[config.mk]
export PLATFORM = sky130hd
export DESIGN_NAME = output_port_arbiter
export DESIGN_NICKNAME = d
export VERILOG_FILES = /design/src/rtl/Mesh.sv /design/src/rtl/rr_pick.sv /design/src/rtl/output_port_arbiter.sv
export SDC_FILE = /design/constraint.sdc
export NUM_CORES = 1
export LEC_CHECK = 0
export ABC_CLOCK_PERIOD_IN_PS = 10900
export BUFFER_PORTS_ARGS = -buffer_cell sky130_fd_sc_hd__buf_2
export CAP_MARGIN = 20
export CELL_PAD_IN_SITES_DETAIL_PLACEMENT = 0
export CELL_PAD_IN_SITES_GLOBAL_PLACEMENT = 2
export CORE_ASPECT_RATIO = 1.1
export CORE_MARGIN = 5
export CORE_UTILIZATION = 39
export CTS_BUF_LIST = sky130_fd_sc_hd__clkbuf_8
export CTS_CLUSTER_DIAMETER = 200
export DETAILED_ROUTE_END_ITERATION = 10
export GPL_TIMING_DRIVEN = 0
export PLACE_DENSITY = 0.92
export SKIP_CTS_REPAIR_TIMING = 1
export SYNTH_ARGS = -nofsm -noshare
export SYNTH_HDL_FRONTEND = slang
export SYNTH_HIERARCHICAL = 1
export SYNTH_SLANG_ARGS = --single-unit
[constraint.sdc]
create_clock -name clk -period 10.9 [get_ports clk]
set_input_delay 3.27 -clock clk [delete_from_list [all_inputs] [get_ports clk]]
set_output_delay 3.27 -clock clk [all_outputs]
set_load 0.05 [all_outputs]
[src/rtl/Mesh.sv]
// Shared mesh-router definitions: port count, port index constants and
// the output arbiter state type.
package Mesh;

   localparam int NUM_PORTS = 5;

   localparam int PORT_S = 0;
   localparam int PORT_W = 1;
   localparam int PORT_N = 2;
   localparam int PORT_E = 3;
   localparam int PORT_C = 4;

   typedef enum logic {
      IDLE   = 1'b0,
      LOCKED = 1'b1
   } arb_state_t;

   // Index following idx, wrapping back to 0 after n-1.
   function automatic int next_port(input int idx, input int n);
      return (idx + 1 >= n) ? 0 : idx + 1;
   endfunction

endpackage

[src/rtl/rr_pick.sv]
// Cyclic first-one finder: first set bit of req at or after ptr, wrapping
// from WIDTH-1 to 0. Outputs are all zero when req is empty.
module rr_pick #(
   parameter  int WIDTH = 5,
   localparam int IW    = $clog2(WIDTH)
) (
   input  logic [WIDTH-1:0] req,
   input  logic [IW-1:0]    ptr,
   output logic [WIDTH-1:0] onehot,
   output logic [IW-1:0]    index
);

   // Scan offsets from farthest to nearest so the nearest hit wins.
   always_comb begin
      int pos;
      pos    = 0;
      onehot = '0;
      index  = '0;
      for (int k = WIDTH - 1; k >= 0; k--) begin
         pos = int'(ptr) + k;
         if (pos >= WIDTH) pos = pos - WIDTH;
         if (req[pos]) begin
            onehot      = '0;
            onehot[pos] = 1'b1;
            index       = IW'(pos);
         end
      end
   end

endmodule

[src/rtl/output_port_arbiter.sv]
// Wormhole output-port arbiter: round-robin choice among requesters in
// IDLE, then the output stays locked to that owner until its tail flit
// transfers. Optional packet counter enabled by OUTPUT_PORT_ARBITER_PKT_COUNT_EN.
module output_port_arbiter
   import Mesh::*;
#(
   parameter  int WIDTH = NUM_PORTS,
   localparam int IW    = $clog2(WIDTH)
) (
   input  logic             clk,
   input  logic             rst_n,
   input  logic [WIDTH-1:0] req,
   input  logic [WIDTH-1:0] tail,
   input  logic             out_ready,
   output logic [WIDTH-1:0] grant,
   output logic [IW-1:0]    sel,
   output logic             out_valid,
   output logic             busy
`ifdef OUTPUT_PORT_ARBITER_PKT_COUNT_EN
   ,
   output logic [15:0]      pkt_count
`endif
);

   arb_state_t       state_q, state_d;
   logic [IW-1:0]    owner_q, owner_d;
   logic [IW-1:0]    ptr_q, ptr_d;
   logic [WIDTH-1:0] grant_q, grant_d;
   logic [WIDTH-1:0] pick_onehot;
   logic [IW-1:0]    pick_index;
   logic             locked;
   logic             xfer;
   logic             tail_xfer;

   rr_pick #(.WIDTH(WIDTH)) u_pick (
      .req    (req),
      .ptr    (ptr_q),
      .onehot (pick_onehot),
      .index  (pick_index)
   );

   // Transfer qualification; out_ready only ever feeds next-state logic.
   always_comb begin
      locked    = (state_q == LOCKED);
      xfer      = locked && req[owner_q] && out_ready;
      tail_xfer = xfer && tail[owner_q];
   end

   // Next state: lock onto the picked requester, release only on a tail transfer.
   always_comb begin
      state_d = state_q;
      owner_d = owner_q;
      ptr_d   = ptr_q;
      grant_d = grant_q;
      case (state_q)
         IDLE: begin
            if (|req) begin
               state_d = LOCKED;
               owner_d = pick_index;
               grant_d = pick_onehot;
            end
         end
         LOCKED: begin
            if (tail_xfer) begin
               state_d = IDLE;
               grant_d = '0;
               ptr_d   = IW'(next_port(int'(owner_q), WIDTH));
            end
         end
         default: begin
            state_d = IDLE;
            grant_d = '0;
         end
      endcase
   end

   // Arbitration state registers.
   always_ff @(posedge clk or negedge rst_n) begin
      if (!rst_n) begin
         state_q <= IDLE;
         owner_q <= '0;
         ptr_q   <= '0;
         grant_q <= '0;
      end else begin
         state_q <= state_d;
         owner_q <= owner_d;
         ptr_q   <= ptr_d;
         grant_q <= grant_d;
      end
   end

   // Outputs come from state plus the owner's req; nothing from out_ready.
   always_comb begin
      grant     = grant_q;
      sel       = owner_q;
      busy      = locked;
      out_valid = locked && req[owner_q];
   end

`ifdef OUTPUT_PORT_ARBITER_PKT_COUNT_EN
   logic [15:0] pkt_count_q, pkt_count_d;

   // Count completed packets; wraps naturally at 16 bits.
   always_comb begin
      pkt_count_d = pkt_count_q;
      if (tail_xfer) pkt_count_d = pkt_count_q + 16'd1;
   end

   // Packet counter register.
   always_ff @(posedge clk or negedge rst_n) begin
      if (!rst_n) pkt_count_q <= '0;
      else        pkt_count_q <= pkt_count_d;
   end

   assign pkt_count = pkt_count_q;
`endif

endmodule

==> results of run 1 <==
path summary, 6_finish.rpt:
path | startpoint | depth (start not counted) | slack (ps) | endpoint
max | req[1] | 5 | 3470 | out_valid
min | grant[4] | 2 | 530 | grant[4]
max reg2reg | ptr_q[2] | 13 | 6480 | sel[1]
min reg2reg | grant[4] | 2 | 530 | grant[4]
max in group asynchronous | rst_n | 1 | 7780 | grant[0]
min in group asynchronous | rst_n | 1 | 2910 | busy
area by class of cell:
type	count	area share, %
inverter	16	2.17
buffer	20	3.84
timing repair buffer	22	3.97
sequential	12	10.8
tap	80	3.61
multi-input combinational	285	74.1
clock buffer	3	1.49
per-stage QoR:
stage / cells / hold slack, ps / setup slack [ps] / area, um2
3_3_place_gp: 435 / 522 / 3460 / 2730
4_1_cts: 438 / 537 / 3450 / 2770
6_report: 438 / 531 / 3470 / 2770
5_1_grt: 438 / 580 / 3390 / 2770
3_5_place_dp: 435 / 531 / 3450 / 2730
2_1_floorplan: 333 / 616 / 3710 / 2520
worst max-delay path: cells and delay by family:
family,cells,cell delay (ps)
muxes,1,100
AOI/OAI and AO/OA,2,340
buffers and inverters,2,450
layout by cell type (no fill, tap or decap), types with 3 or more instances in the layout:
cell type,Yosys,layout
inv_1,15,15
o31ai_1,3,3
a211o_1,4,4
mux2i_1,15,15
a21oi_1,19,19
buf_2,9,31
nand2b_1,15,15
o22ai_1,3,3
a211oi_2,3,3
nor2_1,19,19
a211oi_1,7,7
and2_1,3,3
o21ai_0,28,28
ha_1,18,18
and3_1,3,3
clkbuf_8,0,3
nand3_1,8,8
a31oi_1,3,3
nand2_1,39,39
o2bb2ai_1,3,3
a21o_1,3,3
o21a_1,3,3
o311a_1,4,4
clkbuf_1,7,7
o22a_1,4,4
or3_1,3,3
nor3_1,13,13
xnor2_1,3,3
dfrtp_1,12,12
per-layer routing:
layer	vias to the layer above	global-route usage, %	part of all wire [%]
met5	-	0	0
met3	17	0.789	3.6
met4	0	5.97	2.2
li1	1297	-	-
met1	1219	26.6	47
met2	77	33.9	48
synthesized netlist by cell type, types with 3 or more instances:
| master | instances | area share, % |
|---|---|---|
| nand2_1 | 39 | 5.8 |
| o21a_1 | 3 | 0.89 |
| o22ai_1 | 3 | 0.75 |
| o31ai_1 | 3 | 0.89 |
| ha_1 | 18 | 8.9 |
| a211o_1 | 4 | 1.4 |
| o21ai_0 | 28 | 5.6 |
| o22a_1 | 4 | 1.4 |
| a31oi_1 | 3 | 0.75 |
| and2_1 | 3 | 0.75 |
| nor2_1 | 19 | 2.8 |
| and3_1 | 3 | 0.75 |
| inv_1 | 15 | 2.2 |
| a21oi_1 | 19 | 3.8 |
| a21o_1 | 3 | 0.89 |
| dfrtp_1 | 12 | 12 |
| mux2i_1 | 15 | 6.0 |
| a211oi_1 | 7 | 2.1 |
| nand3_1 | 8 | 1.6 |
| o2bb2ai_1 | 3 | 1.0 |
| xnor2_1 | 3 | 1.0 |
| buf_2 | 9 | 1.8 |
| nor3_1 | 13 | 2.6 |
| o311a_1 | 4 | 1.6 |
| or3_1 | 3 | 0.75 |
| a211oi_2 | 3 | 1.5 |
| nand2b_1 | 15 | 3.7 |
| clkbuf_1 | 7 | 1.0 |
registers in the layout (all words and copies together) (netlist names):
name / cells
grant: 5
ptr_q: 3
sel: 3
busy: 1
cells by family after synthesis:
group | share of synthesized area, %
simple gates | 25.5
mux | 9.04
compound gates | 35.2
xor+xnor | 2.04
buf+inv | 6.61
fa+ha+maj | 9.74
flops | 11.9
==> Implementation_results.wiki, run 1 <==
{| class="wikitable"
! Metric !! Value
|-
| Run status || completed
|-
| Critical Path Max Stage Delay || 250 ps
|-
| Total clock buffers created by CTS || 3
|-
| Distinct cell type count after synthesis || 80
|-
| Maximum level of the CTS H-tree || 1
|-
| Total routing resource utilization after global routing || 19.8%
|-
| Count of standard-cell rows || 30
|-
| Global-route wire length before repair || 13000 um
|-
| Initial Utilization || 40.4%
|-
| Count of flip-flops with a built-in enable after synthesis || 0
|-
| Layout fillers || 665
|-
| Worst slew margin relative to its limit || 60.0%
|-
| Worst-path clk slew || 40 ps
|-
| Vias after detailed routing || 2610
|-
| CP cell instances || buf_2 -> mux2i_1 -> a21oi_1 -> o21a_1 -> buf_2
|-
| DRC violation total after the first TritonRoute iteration || 232
|-
| Fraction of synthesis flops using an asynchronous set or reset pin || 100%
|-
| Hold violation total from the final report || 0
|-
| TritonCTS Sinks || 12
|-
| Insertion delay to the later sink of the worst-skew pair || 240 ps
|-
| Largest net degree at the start of global routing || 13
|-
| Global placement routability congestion || 0.883
|-
| Count of port buffers added during placement || 22
|-
| Storage element area || 300 um2
|-
| Post-synthesis sequential element count || 12
|-
| Area Overhead vs Synth || 9.99%
|-
| Wire length per cell after detailed routing || 18.2 um
|-
| Remaining global-route overflow || 0
|-
| Top FF cell, synth || dfrtp_1
|-
| Tightest Pin Transition || 601 ps
|-
| Maximum operating frequency || 135 MHz
|-
| Sum of net half-perimeters after detailed placement || 6270 um
|-
| Worst-path fanout max || 8
|-
| Ratio of cells with drive above 1 in the final layout || 17.3%
|-
| Pre-antenna DRT Iters || 4
|-
| Count of maximum capacitance violations || 0
|-
| Residual DRC || 0
|-
| Slew Limit Fails || 0
|-
| Tightest Hold Check Type || reg -> reg
|-
| Required @ worst endpoint || 7630 ps
|-
| Layout net count || 392
|-
| Minimum clock period after layout || 7430 ps
|-
| Die Outline Area || 8170 um2
|-
| Crit Path Category || in -> out
|-
| Total setup violations reported at the end of the flow || 0
|-
| Post-Syn Area per Cell || 7.56 um2
|-
| Vias in the first global route || 2546
|-
| Avg Vias per Cell || 5.96
|-
| Net count of the mapped netlist || 365
|-
| Unrepaired setup endpoints after global routing || no
|-
| Summed instance area of the synthesized netlist || 2520 um2
|-
| Antenna violations before repair || 0
|-
| Num ports || 23
|-
| Count of inserted antenna diode cells || 0
|-
| Clock buffer depth || 2
|-
| TritonCTS clock tree || built
|-
| Die X-Extent || 86.6 um
|-
| Cell with the largest stage delay on the worst path || buf_2
|-
| Floorplan core area || 6230 um2
|-
| Syn. warnings || 6
|-
| Gate count after technology mapping || 333
|-
| Clock skew after layout || 2.86 ps
|-
| Final TNS setup || 0 ps
|-
| Final core utilization || 44.5%
|-
| Total area of multi-input combinational cells || 2050 um2
|-
| Final ANT Viol Nets || 0
|-
| Most used cell, CP || buf_2
|-
| Sequential share of the synthesized area || 11.9%
|-
| Die extent in y || 94.3 um
|-
| Arrival @ worst endpoint || 4160 ps
|-
| CTS root buffer || clkbuf_8
|-
| Final routed wirelength across all metal layers || 7960 um
|-
| CP Launch Type || input port
|-
| Sort of element at the end of the critical path || output pin
|-
| Final cycle utilization of the critical path || 68.2%
|}
Power of run 1 is left out: the tool's default activity adds up to more than one toggle a clock period on the data nets, which glitch-free logic cannot reach.
==> run 2, diff against run 1 <==
Settings changed: ABC_CLOCK_PERIOD_IN_PS 10900 to 6000, CORE_UTILIZATION 39 to 33, PLACE_DENSITY 0.92 to 0.83.
Clock period 10.9 ns to 6 ns, I/O delays scaled along.
==> run 2 against run 1 <==
Compared with the run above:
- non-clock buffer count did not move
- register-to-register slack got worse by 4900 ps
- first-iteration DRC count fell by 31%
- clock skew rose by 1.2 ps
- count of clock-buffer cells in the layout did not move
- hold slack got worse by 2.6 ps
- cell count rose by 1.6%
- global-route usage fell by 2.5 points
- critical path type unchanged
- highest routed layer unchanged
==> Implementation_results.wiki, run 2 (synthesis results as in run 1) <==
{| class="wikitable"
! Metric !! Value
|-
| Layout fillers || 788 (+18%)
|-
| Leading cell types in the layout, fill and taps excluded || nand2_1, buf_2, o21ai_0
|-
| Clock buffer depth || 2 (unchanged)
|-
| Sort of element at the end of the critical path || output pin
|-
| Residual DRC || 0 (unchanged)
|-
| Clock skew after layout || 4.08 ps (+1.22 ps)
|-
| Hold Worst Slack || 528 ps (-2.63 ps)
|-
| Minimum clock period after layout || 4510 ps
|-
| Antenna violations before repair || 0 (unchanged)
|-
| Number of cells in the design after placement || 442 (+1.6%)
|-
| Final TNS setup || 0 ps (unchanged)
|-
| Most common library cell in the layout ignoring fill and taps || nand2_1
|-
| Remaining global-route overflow || 0 (unchanged)
|-
| Layout Cells excl Fill || 445 (+1.6%)
|-
| Die extent in y || 102 um (+7.8%)
|-
| Required @ worst endpoint || 4200 ps (-3430 ps)
|-
| Count of standard-cell rows || 33 (+10%)
|-
| Unrepaired setup endpoints after global routing || no
|-
| Largest net degree at the start of global routing || 13 (unchanged)
|-
| Worst slew margin relative to its limit || 54.4% (-5.5 points)
|-
| Storage element area || 300 um2 (unchanged)
|-
| Hold violation total from the final report || 0 (unchanged)
|-
| Avg Vias per Cell || 5.86 (-1.6%)
|-
| Wire length per cell after detailed routing || 18.4 um (+1.5%)
|-
| Floorplan core area || 7430 um2 (+19%)
|-
| Sum of net half-perimeters after detailed placement || 6480 um (+3.4%)
|-
| Tightest Hold Check Type || reg -> reg
|-
| Arrival @ worst endpoint || 2710 ps (-1450 ps)
|-
| Die X-Extent || 93.3 um (+7.7%)
|-
| Flip-flop count of the largest register after layout || 5 (unchanged)
|-
| Worst-path fanout max || 8 (unchanged)
|-
| Count of port buffers added during placement || 22 (unchanged)
|-
| Die Outline Area || 9480 um2 (+16%)
|-
| Num ports || 23 (unchanged)
|-
| Total setup violations reported at the end of the flow || 0 (unchanged)
|-
| Count of maximum capacitance violations || 0 (unchanged)
|-
| Ratio of cells with drive above 1 in the final layout || 17.3% (unchanged)
|-
| Final cycle utilization of the critical path || 75.1%
|-
| Final core utilization || 37.4% (-7.1 points)
|-
| CP Launch Type || input port
|-
| Layout net count || 392 (unchanged)
|-
| Maximum level of the CTS H-tree || 1 (unchanged)
|-
| Final ANT Viol Nets || 0 (unchanged)
|-
| Global-route wire length before repair || 13100 um (+1.3%)
|-
| Insertion delay to the later sink of the worst-skew pair || 240 ps (about the same)
|-
| Area Overhead vs Synth || 10.3%
|-
| Worst-path clk slew || 50 ps (about the same)
|-
| CTS root buffer || clkbuf_8
|-
| TritonCTS Sinks || 12 (unchanged)
|-
| Pre-antenna DRT Iters || 5 (+1)
|-
| Final routed wirelength across all metal layers || 8200 um (+3.1%)
|-
| Vias in the first global route || 2565 (+0.75%)
|-
| Crit Path Category || in -> out
|-
| Initial Utilization || 33.9% (-6.5 points)
|-
| DRC violation total after the first TritonRoute iteration || 159 (-31%)
|-
| Slew Limit Fails || 0 (unchanged)
|-
| Global placement routability congestion || 0.829 (-6.2%)
|-
| TritonCTS clock tree || built
|-
| Total routing resource utilization after global routing || 17.3% (-2.5 points)
|-
| Run status || completed
|-
| Maximum operating frequency || 222 MHz
|-
| Total clock buffers created by CTS || 3 (unchanged)
|-
| Count of inserted antenna diode cells || 0 (unchanged)
|-
| Total area of multi-input combinational cells || 2050 um2 (unchanged)
|-
| Vias after detailed routing || 2608 (-0.077%)
|-
| Tightest Pin Transition || 678 ps (+77.2 ps)
|}
## run 2: worst paths after layout
| kind | to | slack [ps] | from | cells past startpoint |
|---|---|---|---|---|
| worst max-delay path | out_valid | 1490 | req[1] | 5 |
| worst min-delay path | grant[1] | 530 | grant[1] | 2 |
| worst max register to register | grant[2] | 1570 | ptr_q[2] | 13 |
| worst min register to register | grant[1] | 530 | grant[1] | 2 |
| max in group asynchronous | grant[4] | 4350 | rst_n | 1 |
| min in group asynchronous | sel[1] | 1430 | rst_n | 1 |
## run 2: final cells by class
class	count	share of cell area, %
inverters	16	2.16
plain buffers	20	3.83
flip-flops and latches	12	10.8
clock buffers	3	1.49
multi-input cells	285	73.8
well taps	87	3.92
repair buffers	22	3.96
## run 2: metal layers
layer,part of all wire (%),track usage [%],vias to the layer above
met5,0,0,-
met4,2.4,5.52,0
met3,3.0,1.41,15
met2,49,31.0,54
met1,46,21.8,1244
li1,-,-,1295
## run 2: metrics by stage
step / area, um2 / setup slack, ps
after floorplan: 2520 / 1750
after global placement: 2740 / 1520
after detailed placement: 2740 / 1500
after CTS: 2780 / 1500
after global routing: 2780 / 1300
final: 2780 / 1490
## run 2: worst max-delay path, cell delays in order
cell	delay (ps)
buf_2	180
mux2i_1	100
a21oi_1	220
o21a_1	150
buf_2	260
Power of run 2 is left out for the same reason.
==> run 3, diff against run 2 <==
Settings changed: ABC_CLOCK_PERIOD_IN_PS 6000 to 4600, CORE_UTILIZATION 33 to 37, PLACE_DENSITY 0.83 to 0.88.
Clock period 6 ns to 4.6 ns, I/O delays scaled along.
==> run 3 against run 2 <==
Compared with the run above:
- clock skew shrank 2.9 ps
- core utilization grew 4.9 points
- first-iteration DRC count grew 43%
- count of clock-buffer cells in the layout grew 1
- sequential cell count is the same
- cell area grew 0.45%
- largest cell class unchanged
- highest routed layer unchanged
==> Implementation_results.wiki, run 3 (synthesis results as in run 1) <==
{| class="wikitable"
! Metric !! Value
|-
| Count of standard-cell rows || 31 (-6.1%)
|-
| Tightest Pin Transition || 560 ps (-118 ps)
|-
| Sort of element at the end of the critical path || flip-flop
|-
| Clock skew after layout || 1.16 ps (-2.92 ps)
|-
| Count of maximum capacitance violations || 0 (unchanged)
|-
| Layout net count || 391 (-0.26%)
|-
| Total clock buffers created by CTS || 3 (unchanged)
|-
| Count of inserted antenna diode cells || 0 (unchanged)
|-
| Vias after detailed routing || 2685 (+3.0%)
|-
| CP cell instances || buf_2 -> inv_1 -> ha_1 -> a211oi_2 -> mux2i_4 -> mux2i_1 -> a2bb2oi_2 -> nand2_2 -> a221o_1 -> a31o_1 -> nand2_1 -> o21ai_0
|-
| CTS root buffer || clkbuf_8
|-
| Minimum clock period after layout || 4110 ps
|-
| Residual DRC || 0 (unchanged)
|-
| Layout Cells excl Fill || 440 (-1.1%)
|-
| Required @ worst endpoint || 4710 ps (+510 ps)
|-
| TritonCTS clock tree || built
|-
| Wire length per cell after detailed routing || 18.3 um (-0.95%)
|-
| Clock buffer depth || 2 (unchanged)
|-
| Maximum level of the CTS H-tree || 1 (unchanged)
|-
| Die extent in y || 96.5 um (-5.0%)
|-
| DRC violation total after the first TritonRoute iteration || 227 (+43%)
|-
| Global-route wire length before repair || 13300 um (+1.2%)
|-
| Maximum operating frequency || 243 MHz
|-
| Worst slew margin relative to its limit || 62.4% (+7.9 points)
|-
| Flip-flop count of the largest register after layout || 5 (unchanged)
|-
| Post-Place Setup Slack || 159 ps (-1340 ps)
|-
| Die X-Extent || 88.7 um (-5.0%)
|-
| Most common library cell in the layout ignoring fill and taps || nand2_1
|-
| Tightest Hold Check Type || reg -> reg
|-
| Critical Path Max Stage Delay || 590 ps (+330 ps)
|-
| Insertion delay to the later sink of the worst-skew pair || 240 ps (about the same)
|-
| Total setup violations reported at the end of the flow || 0 (unchanged)
|-
| Hold violation total from the final report || 0 (unchanged)
|-
| Hold Worst Slack || 532 ps (+3.19 ps)
|-
| Die Outline Area || 8560 um2 (-9.7%)
|-
| Final TNS setup || 0 ps (unchanged)
|-
| Leading cell types in the layout, fill and taps excluded || nand2_1, buf_2, o21ai_0
|-
| CP Launch Type || flip-flop
|-
| Worst-path clk slew || 50 ps (about the same)
|-
| Total routing resource utilization after global routing || 19.7% (+2.4 points)
|-
| Pre-antenna DRT Iters || 4 (-1)
|-
| Largest net degree at the start of global routing || 13 (unchanged)
|-
| Ratio of cells with drive above 1 in the final layout || 17.6% (+0.28 points)
|-
| Worst-path fanout max || 16 (+8)
|-
| Antenna violations before repair || 0 (unchanged)
|-
| Arrival @ worst endpoint || 4220 ps (+1510 ps)
|-
| Slew Limit Fails || 0 (unchanged)
|-
| TritonCTS Sinks || 12 (unchanged)
|-
| Global placement routability congestion || 0.881 (+6.3%)
|-
| Run status || completed
|-
| Cell with the largest stage delay on the worst path || dfrtp_1
|-
| Count of port buffers added during placement || 22 (unchanged)
|-
| Final ANT Viol Nets || 0 (unchanged)
|-
| Sum of net half-perimeters after detailed placement || 6320 um (-2.4%)
|-
| Unrepaired setup endpoints after global routing || no
|-
| Initial Utilization || 38.2% (+4.3 points)
|-
| Floorplan core area || 6590 um2 (-11%)
|-
| Area Overhead vs Synth || 10.8%
|-
| Num ports || 23 (unchanged)
|-
| Avg Vias per Cell || 6.10 (+4.1%)
|-
| Layout fillers || 713 (-9.5%)
|-
| Crit Path Category || reg -> reg
|-
| Number of cells in the design after placement || 437 (-1.1%)
|-
| Vias in the first global route || 2594 (+1.1%)
|-
| Final routed wirelength across all metal layers || 8040 um (-2.1%)
|-
| Final cycle utilization of the critical path || 89.3%
|-
| Smallest setup slack after layout || 492 ps (-1000 ps)
|-
| Remaining global-route overflow || 0 (unchanged)
|}
run 3: changes by cell type in the layout (fill, tap and decap cells not counted):
cell | previous run | this run
clkbuf_1 | 7 | 6
clkbuf_8 | 3 | 4
mux2i_4 | 1 | 2
mux2i_2 | 1 | 0
run 3: final cells by class:
class / count / area (um2) / share of cell area [%]
buffer: 19 / 103 / 3.68
clock buffer: 4 / 55.1 / 1.97
inverter: 16 / 60.1 / 2.15
multi-input combinational: 285 / 2060 / 73.8
sequential: 12 / 300 / 10.8
tap: 82 / 103 / 3.68
timing repair buffer: 22 / 110 / 3.94
run 3: worst max-delay path: cells and delay by family (launching register included):
| family | cells | cell delay [ps] |
|---|---|---|
| AO/OA/AOI/OAI | 5 | 1300 |
| multiplexers | 2 | 780 |
| buffers and inverters | 2 | 620 |
| flip-flops | 1 | 590 |
| adder cells (fa/ha/maj) | 1 | 420 |
| AND/OR/NAND/NOR | 2 | 240 |
run 3: stage by stage:
stage               instance area (um2)  util (%)
finish                             2790      42.3
global route                       2790      42.3
CTS                                2790      42.3
detailed placement                 2730      41.4
global placement                   2730      41.4
floorplan                          2520         -
run 3: routing by layer:
layer	part of all wire, %	GRT usage (%)	wire (um)	up-vias
met5	0	0	0	-
met4	1.8	4.53	146	0
met3	3.7	1.44	299	12
met2	47	31.9	3760	79
met1	48	28.4	3830	1297
li1	-	-	-	1297
run 3: worst paths after layout:
path / from / cells past startpoint / slack [ps] / to
hold / removal: grant[3] / 2 / 530 / grant[3]
max in group asynchronous: rst_n / 1 / 3390 / sel[0]
min in group asynchronous: rst_n / 1 / 1000 / grant[4]
hold reg to reg: grant[3] / 2 / 530 / grant[3]
setup reg to reg: ptr_q[2] / 12 / 490 / sel[1]
setup / recovery: ptr_q[2] / 12 / 490 / sel[1]
Power of run 3 is left out for the same reason.
